==> config.mk <==
export PLATFORM = sky130hd
export DESIGN_NAME = wtile_shift_reg
export DESIGN_NICKNAME = d
export VERILOG_FILES = /design/src/rtl/wtile_shift_reg.sv
export SDC_FILE = /design/constraint.sdc
export NUM_CORES = 1
export LEC_CHECK = 0
export BUFFER_PORTS_ARGS = -buffer_cell sky130_fd_sc_hd__buf_2
export CAP_MARGIN = 20
export CELL_PAD_IN_SITES_DETAIL_PLACEMENT = 1
export CELL_PAD_IN_SITES_GLOBAL_PLACEMENT = 1
export CORE_AREA = 2 2 257 259
export DETAILED_ROUTE_END_ITERATION = 10
export DIE_AREA = 0 0 259 261
export GPL_ROUTABILITY_DRIVEN = 0
export HOLD_SLACK_MARGIN = 0.02
export PLACE_DENSITY = 0.54
export SLEW_MARGIN = 30
export SYNTH_ARGS = -nofsm -noshare
export SYNTH_HDL_FRONTEND = slang
export SYNTH_SLANG_ARGS = --single-unit
export TNS_END_PERCENT = 30
==> constraint.sdc <==
create_clock -name clk -period 2.2 [get_ports clk]
set_input_delay 0.22 -clock clk [delete_from_list [all_inputs] [get_ports clk]]
set_output_delay 0.22 -clock clk [all_outputs]
set_load 0.02 [all_outputs]
==> src/rtl/wtile_shift_reg.sv <==
// One weight tile of the convolution PE array: loads NCH weights from memory, then rotates
// them through the kernel tile grid via left/up/return neighbours over the x/y/X/Y loop nest.
module wtile_shift_reg #(
  parameter int unsigned NCH    = 16,
  parameter int unsigned DW     = 8,
  parameter int unsigned AW     = 4,
  parameter int unsigned KX     = 3,
  parameter int unsigned KY     = 3,
  parameter int unsigned OX     = 19,
  parameter int unsigned OY     = 19,
  parameter int unsigned RD_LAT = 1,
  localparam int unsigned WW    = NCH * DW,
  localparam int unsigned XW    = (KX > 1) ? $clog2(KX) : 1,
  localparam int unsigned YW    = (KY > 1) ? $clog2(KY) : 1,
  localparam int unsigned OXW   = (OX > 1) ? $clog2(OX) : 1,
  localparam int unsigned OYW   = (OY > 1) ? $clog2(OY) : 1
) (
  input  logic           clk,
  input  logic           xrst,
  input  logic           start,
  input  logic [AW-1:0]  kaddr,
  input  logic           en,
  output logic [AW-1:0]  w_raddr,
  output logic           w_rd,
  input  logic [WW-1:0]  w_rdata,
  input  logic [WW-1:0]  left_in,
  input  logic [WW-1:0]  up_in,
  input  logic [WW-1:0]  ret_in,
  output logic [WW-1:0]  w_out,
  output logic           w_valid,
  output logic [XW-1:0]  x,
  output logic [YW-1:0]  y,
  output logic [OXW-1:0] X,
  output logic [OYW-1:0] Y,
  output logic           busy,
  output logic           finish
);

  localparam logic [1:0] StIdle = 2'd0;
  localparam logic [1:0] StLoad = 2'd1;
  localparam logic [1:0] StRun  = 2'd2;
  localparam logic [1:0] StDone = 2'd3;

  localparam logic [XW-1:0]  XMax   = XW'(KX - 1);
  localparam logic [YW-1:0]  YMax   = YW'(KY - 1);
  localparam logic [OXW-1:0] OxMax  = OXW'(OX - 1);
  localparam logic [OYW-1:0] OyMax  = OYW'(OY - 1);
  localparam logic [2:0]     LdLast = 3'(RD_LAT);

  logic [1:0]     state_q, state_d;
  logic [2:0]     ld_cnt_q, ld_cnt_d;
  logic [AW-1:0]  kaddr_q, kaddr_d;
  logic [WW-1:0]  w_q, w_d;
  logic [XW-1:0]  x_q, x_d;
  logic [YW-1:0]  y_q, y_d;
  logic [OXW-1:0] xx_q, xx_d;
  logic [OYW-1:0] yy_q, yy_d;

  logic x_last, y_last, xx_last, yy_last, run_step;

  assign x_last   = (x_q == XMax);
  assign y_last   = (y_q == YMax);
  assign xx_last  = (xx_q == OxMax);
  assign yy_last  = (yy_q == OyMax);
  assign run_step = (state_q == StRun) && en;

  always_comb begin
    state_d  = state_q;
    ld_cnt_d = ld_cnt_q;
    kaddr_d  = kaddr_q;
    w_d      = w_q;
    x_d      = x_q;
    y_d      = y_q;
    xx_d     = xx_q;
    yy_d     = yy_q;
    case (state_q)
      StIdle: begin
        if (start) begin
          kaddr_d  = kaddr;
          ld_cnt_d = '0;
          x_d      = '0;
          y_d      = '0;
          xx_d     = '0;
          yy_d     = '0;
          state_d  = StLoad;
        end
      end
      StLoad: begin
        // Read issued in load cycle 0; data is captured RD_LAT cycles later.
        if (ld_cnt_q == LdLast) begin
          w_d     = w_rdata;
          state_d = StRun;
        end else begin
          ld_cnt_d = ld_cnt_q + 3'd1;
        end
      end
      StRun: begin
        if (en) begin
          if (!x_last) begin
            x_d = x_q + XW'(1);
            w_d = left_in;
          end else if (!y_last) begin
            x_d = '0;
            y_d = y_q + YW'(1);
            w_d = up_in;
          end else begin
            // Window complete: weights return home and the output position advances.
            x_d = '0;
            y_d = '0;
            w_d = ret_in;
            if (!xx_last) begin
              xx_d = xx_q + OXW'(1);
            end else begin
              xx_d = '0;
              if (!yy_last) begin
                yy_d = yy_q + OYW'(1);
              end else begin
                yy_d    = '0;
                state_d = StDone;
              end
            end
          end
        end
      end
      StDone: state_d = StIdle;
      default: state_d = StIdle;
    endcase
  end

  always_ff @(posedge clk or negedge xrst) begin
    if (!xrst) begin
      state_q  <= StIdle;
      ld_cnt_q <= '0;
      kaddr_q  <= '0;
      w_q      <= '0;
      x_q      <= '0;
      y_q      <= '0;
      xx_q     <= '0;
      yy_q     <= '0;
    end else begin
      state_q  <= state_d;
      ld_cnt_q <= ld_cnt_d;
      kaddr_q  <= kaddr_d;
      w_q      <= w_d;
      x_q      <= x_d;
      y_q      <= y_d;
      xx_q     <= xx_d;
      yy_q     <= yy_d;
    end
  end

  assign w_raddr = kaddr_q;
  assign w_rd    = (state_q == StLoad) && (ld_cnt_q == 3'd0);
  assign w_out   = w_q;
  assign w_valid = (state_q == StRun);
  assign busy    = (state_q != StIdle);
  assign finish  = run_step && x_last && y_last && xx_last && yy_last;
  assign x       = x_q;
  assign y       = y_q;
  assign X       = xx_q;
  assign Y       = yy_q;

endmodule

==> metrics <==
XOR/XNOR share of the synthesized area=0%; post-route DRC violation count=0; portion of total power attributed to sequential cells=29.8%; cell type of the slowest stage on the worst timing path=sky130_fd_sc_hd__dfrtp_2; transition time at the pin with the least slew margin=0.5496 ns; Worst Path Max Fanout=6; EDFF count, synth=0; final hold violation count=0; commonest register cell after synthesis=sky130_fd_sc_hd__dfrtp_1; drt first pass iters=4; internal power summed over all cells=0.007715 W; height of the die=~260 um; net switching fraction of the power=39.21%; synthesized area per cell=a little over 10 um^2; setup slack, reg-to-reg=0.14 ns; Sinks on Clock Net=151; FF-to-FF Start=state_q[0]; final standard cell utilization of the core=a little under a quarter; initial antenna violation count=3; max-slew headroom at the worst pin=63.36%; synthesized-area fraction occupied by ao, oa, aoi and oai cells=13.83%; portion of the post-synthesis area used by sequential elements=37.53%; detailed-route via count=10.60k; vias in the first global route=11.33k; Clock transition at path regs=0.07 ns; combined buffer and inverter count along the critical path=2; final clock period utilization by the worst path=approximately 94%; max-cap check violation count=0; share of total power in the clock network=23.8%; leading area contributor after synthesis=sky130_fd_sc_hd__dfrtp_1; starting utilization of the core area=15.48%; least setup slack across all paths after layout=around 0.13 ns; static leakage power=7.825 nW; first-pass GRT wire length=between 60000 and 70000 um; post-DR vias/cell=4.164; result of the run=completed; number of different library cells in the post-synthesis netlist=a little under 50; Design Area, Final=15530 um^2; data arrival time of the critical path=roughly 1.9 ns; count of state elements after synthesis=151; x dimension of the die=259 um; nets in the synthesized netlist=1529; total global routing track utilization=13.40%; number of ports placed on the die boundary=670; clock period minus final worst setup slack=~2.1 ns; sum of net half-perimeters after detailed placement=37990 um; cell count after synthesis=998; depth of the worst register-to-register path=9; ordered list of cells on the worst path=inv_1 > ha_1 > and4bb_2 > nand2_2 > nor3_4 > buf_6; cts bufs inserted=17; number of cell rows=94; CTS root buf=sky130_fd_sc_hd__clkbuf_16; WL final=47160 um; post-synthesis cell area=10070 um^2; Worst IR Drop VDD=around 0.52 mV; Synth Area in Adders=1.367%; count of input and output buffers=669; post-DR wirelength/cell=approximately 19 um; main combinational cell family by area after synthesis=multiplexers; max-slew violation count=0; worst hold path startpoint=left_in[50]; Power Density=roughly 800 nW/um^2; combinational group share of total power=a little under half; FMAX=~480 MHz; Setup Skew=around 0.013 ns; multiplexer share of the synthesized area=27.90%; CTS tree=done; DIE AREA=slightly below 70000 um^2; hold path cells=4; critical path required time=~2 ns; max incr delay on CP=~0.45 ns; CTS Buffer Depth=2; startpoint class of the critical path=register; final net count=2199; layout cells sized above 1=54.49%; switching power summed over all nets=roughly 0.0050 W; core footprint=between 60000 and 70000 um^2; CP endpoint kind=output port; HP Class=input port to register; Congestion Overflow GR=0; layout overhead on the synthesized area=54.29%; cell family with most CP delay=simple AND/OR/NAND/NOR gates; minimum setup slack after placement=0.1505 ns; warnings from Yosys=0; clock network latency to the later pin of the worst-skew pair=0.47 ns; leading post-synthesis cells by cell area=sky130_fd_sc_hd__dfrtp_1 38%, sky130_fd_sc_hd__mux2_2 15%, sky130_fd_sc_hd__mux2i_1 13%; Detail Route Antenna Nets=0; Simple-Gate Fraction of Synth Area=9.034%; terminating pin of the worst hold path=w_out[50]; htree depth=4; DR iter-0 viols=363; type of the worst setup path=register to output port; count of fill cells added during filler insertion=approximately 7.8k; pin count of the biggest net entering global routing=88; final setup violation count=0; share of the synthesized area in the top cell type=37.53%; Reg-to-Reg End=w_out[92]; area after detailed placement=roughly 15000 um^2; proportion of register bits with asynchronous set or reset after synthesis=100.0%
==> layer usage <==
| metal | track usage, % | wire, um | vias up |
|---|---|---|---|
| li1 | - | - | 5005 |
| met1 | 14.95 | 18170 | 5078 |
| met2 | 23.63 | 23920 | 453 |
| met3 | 3.533 | 3354 | 66 |
| met4 | 6.631 | 1719 | 0 |
| met5 | 0 | 0 | - |
==> registers in the layout, summed over array words and instances, names as in the netlist <==
register,cells
w_out,128
X,5
Y,5
w_raddr,4
ld_cnt_q,3
state_q,2
x,2
y,2
==> cell type report <==
| class | count | area (um^2) | share of cell area [%] |
|---|---|---|---|
| antenna | 1 | 2.502 | 0.01611 |
| timing repair buffer | 741 | 4238 | 27.28 |
| multi-input combinational | 614 | 5309 | 34.17 |
| inverter | 143 | 536.8 | 3.455 |
| clock buffer | 20 | 446.7 | 2.875 |
| sequential | 151 | 3780 | 24.33 |
| tap | 864 | 1081 | 6.959 |
| clock inverter | 12 | 141.4 | 0.9101 |
==> cell families (layout without fill, tap and decap cells) <==
group / Yosys count / count (layout)
muxes: 264 / 264
adders and majority gates: 11 / 11
buffers and inverters: 233 / 916
and+or+nand+nor: 174 / 174
other: 0 / 1
DFF: 151 / 151
AOI/OAI and AO/OA: 165 / 165
==> how the worst max path moves through the flow <==
stage               start   endpoint  slack (ns)  cells after the start
2_1_floorplan  state_q[0]   w_out[0]        0.16                      9
3_3_place_gp   state_q[0]  w_out[83]        0.19                      8
3_5_place_dp   state_q[0]  w_out[13]        0.15                      8
4_1_cts              X[0]     finish       0.003                      6
5_1_grt              Y[0]     finish       -0.03                      6
6_report             X[0]     finish        0.13                      6
==> tightest hold or removal path: cells and delay by family <==
family	cells	cell delay, ns
AOI/OAI and AO/OA	1	0.06
buffers and inverters	1	0.08
muxes	1	0.14
and+or+nand+nor	1	0.06
==> per-stage QoR <==
step	power [W]	TNS, ns	hold WS, ns	cells
final	0.01269	0	0.1202	2546
after global routing	0.01348	-0.02774	0.1102	2546
after CTS	0.01294	0	0.07698	2544
after detailed placement	0.009667	0	0.2366	2503
after global placement	0.009574	0	0.2299	2503
after floorplan	0.007330	0	-0.07559	998
==> cells in the mapped netlist (3+ instances only) <==
cell and count:
sky130_fd_sc_hd__buf_4 5, sky130_fd_sc_hd__inv_1 143, sky130_fd_sc_hd__a21o_1 3, sky130_fd_sc_hd__o31ai_1 7
sky130_fd_sc_hd__nand2b_1 3, sky130_fd_sc_hd__nor2_1 5, sky130_fd_sc_hd__buf_2 30, sky130_fd_sc_hd__nand3_1 134
sky130_fd_sc_hd__mux2_2 133, sky130_fd_sc_hd__dfrtp_1 151, sky130_fd_sc_hd__buf_6 13, sky130_fd_sc_hd__nor3_1 3
sky130_fd_sc_hd__o21ai_0 10, sky130_fd_sc_hd__nand2_1 8, sky130_fd_sc_hd__o221ai_1 129, sky130_fd_sc_hd__mux2i_1 131
sky130_fd_sc_hd__or4_1 3, sky130_fd_sc_hd__clkbuf_1 39, sky130_fd_sc_hd__a21oi_1 3, sky130_fd_sc_hd__ha_1 11
sky130_fd_sc_hd__or3_1 3
==> power by group through the flow <==
stage	Combinational (W)	Sequential (W)	Clock, W
2_1_floorplan	0.00276	0.00457	0
3_3_place_gp	0.00575	0.00382	0
3_5_place_dp	0.00582	0.00384	0
4_1_cts	0.00595	0.00380	0.00319
5_1_grt	0.00630	0.00388	0.00330
6_report	0.00588	0.00379	0.00303
==> cell usage in the layout (no fill, tap or decap), drive strengths merged, types with 2 or more instances in the layout <==
cell type,count
ha,11
nor2,5
buf,733
o31ai,7
nor2b,3
nand3,134
inv,148
nand2b,4
nor4,2
clkinvlp,5
bufbuf,2
o221ai,129
or4,3
a21boi,3
bufinv,2
a21oi,4
dlygate4sd3,5
or3,3
dfrtp,151
or2,2
nand2,8
mux2i,131
o21ai,11
nor3,3
clkbuf,21
mux2,133
a21o,4
==> timing repair <==
| action | in CTS | in global routing |
|---|---|---|
| gates cloned | 2 | 1 |
| hold buffers | 5 | 0 |
| resized for setup | 5 | 7 |
| buffers inserted | 2 | 0 |
| hold endpoints to repair | 48 | 0 |
| setup endpoints to repair | 1 | 70 |
| pin swaps | 1 | 1 |
Note: power is estimated with default switching activity, not from simulation.
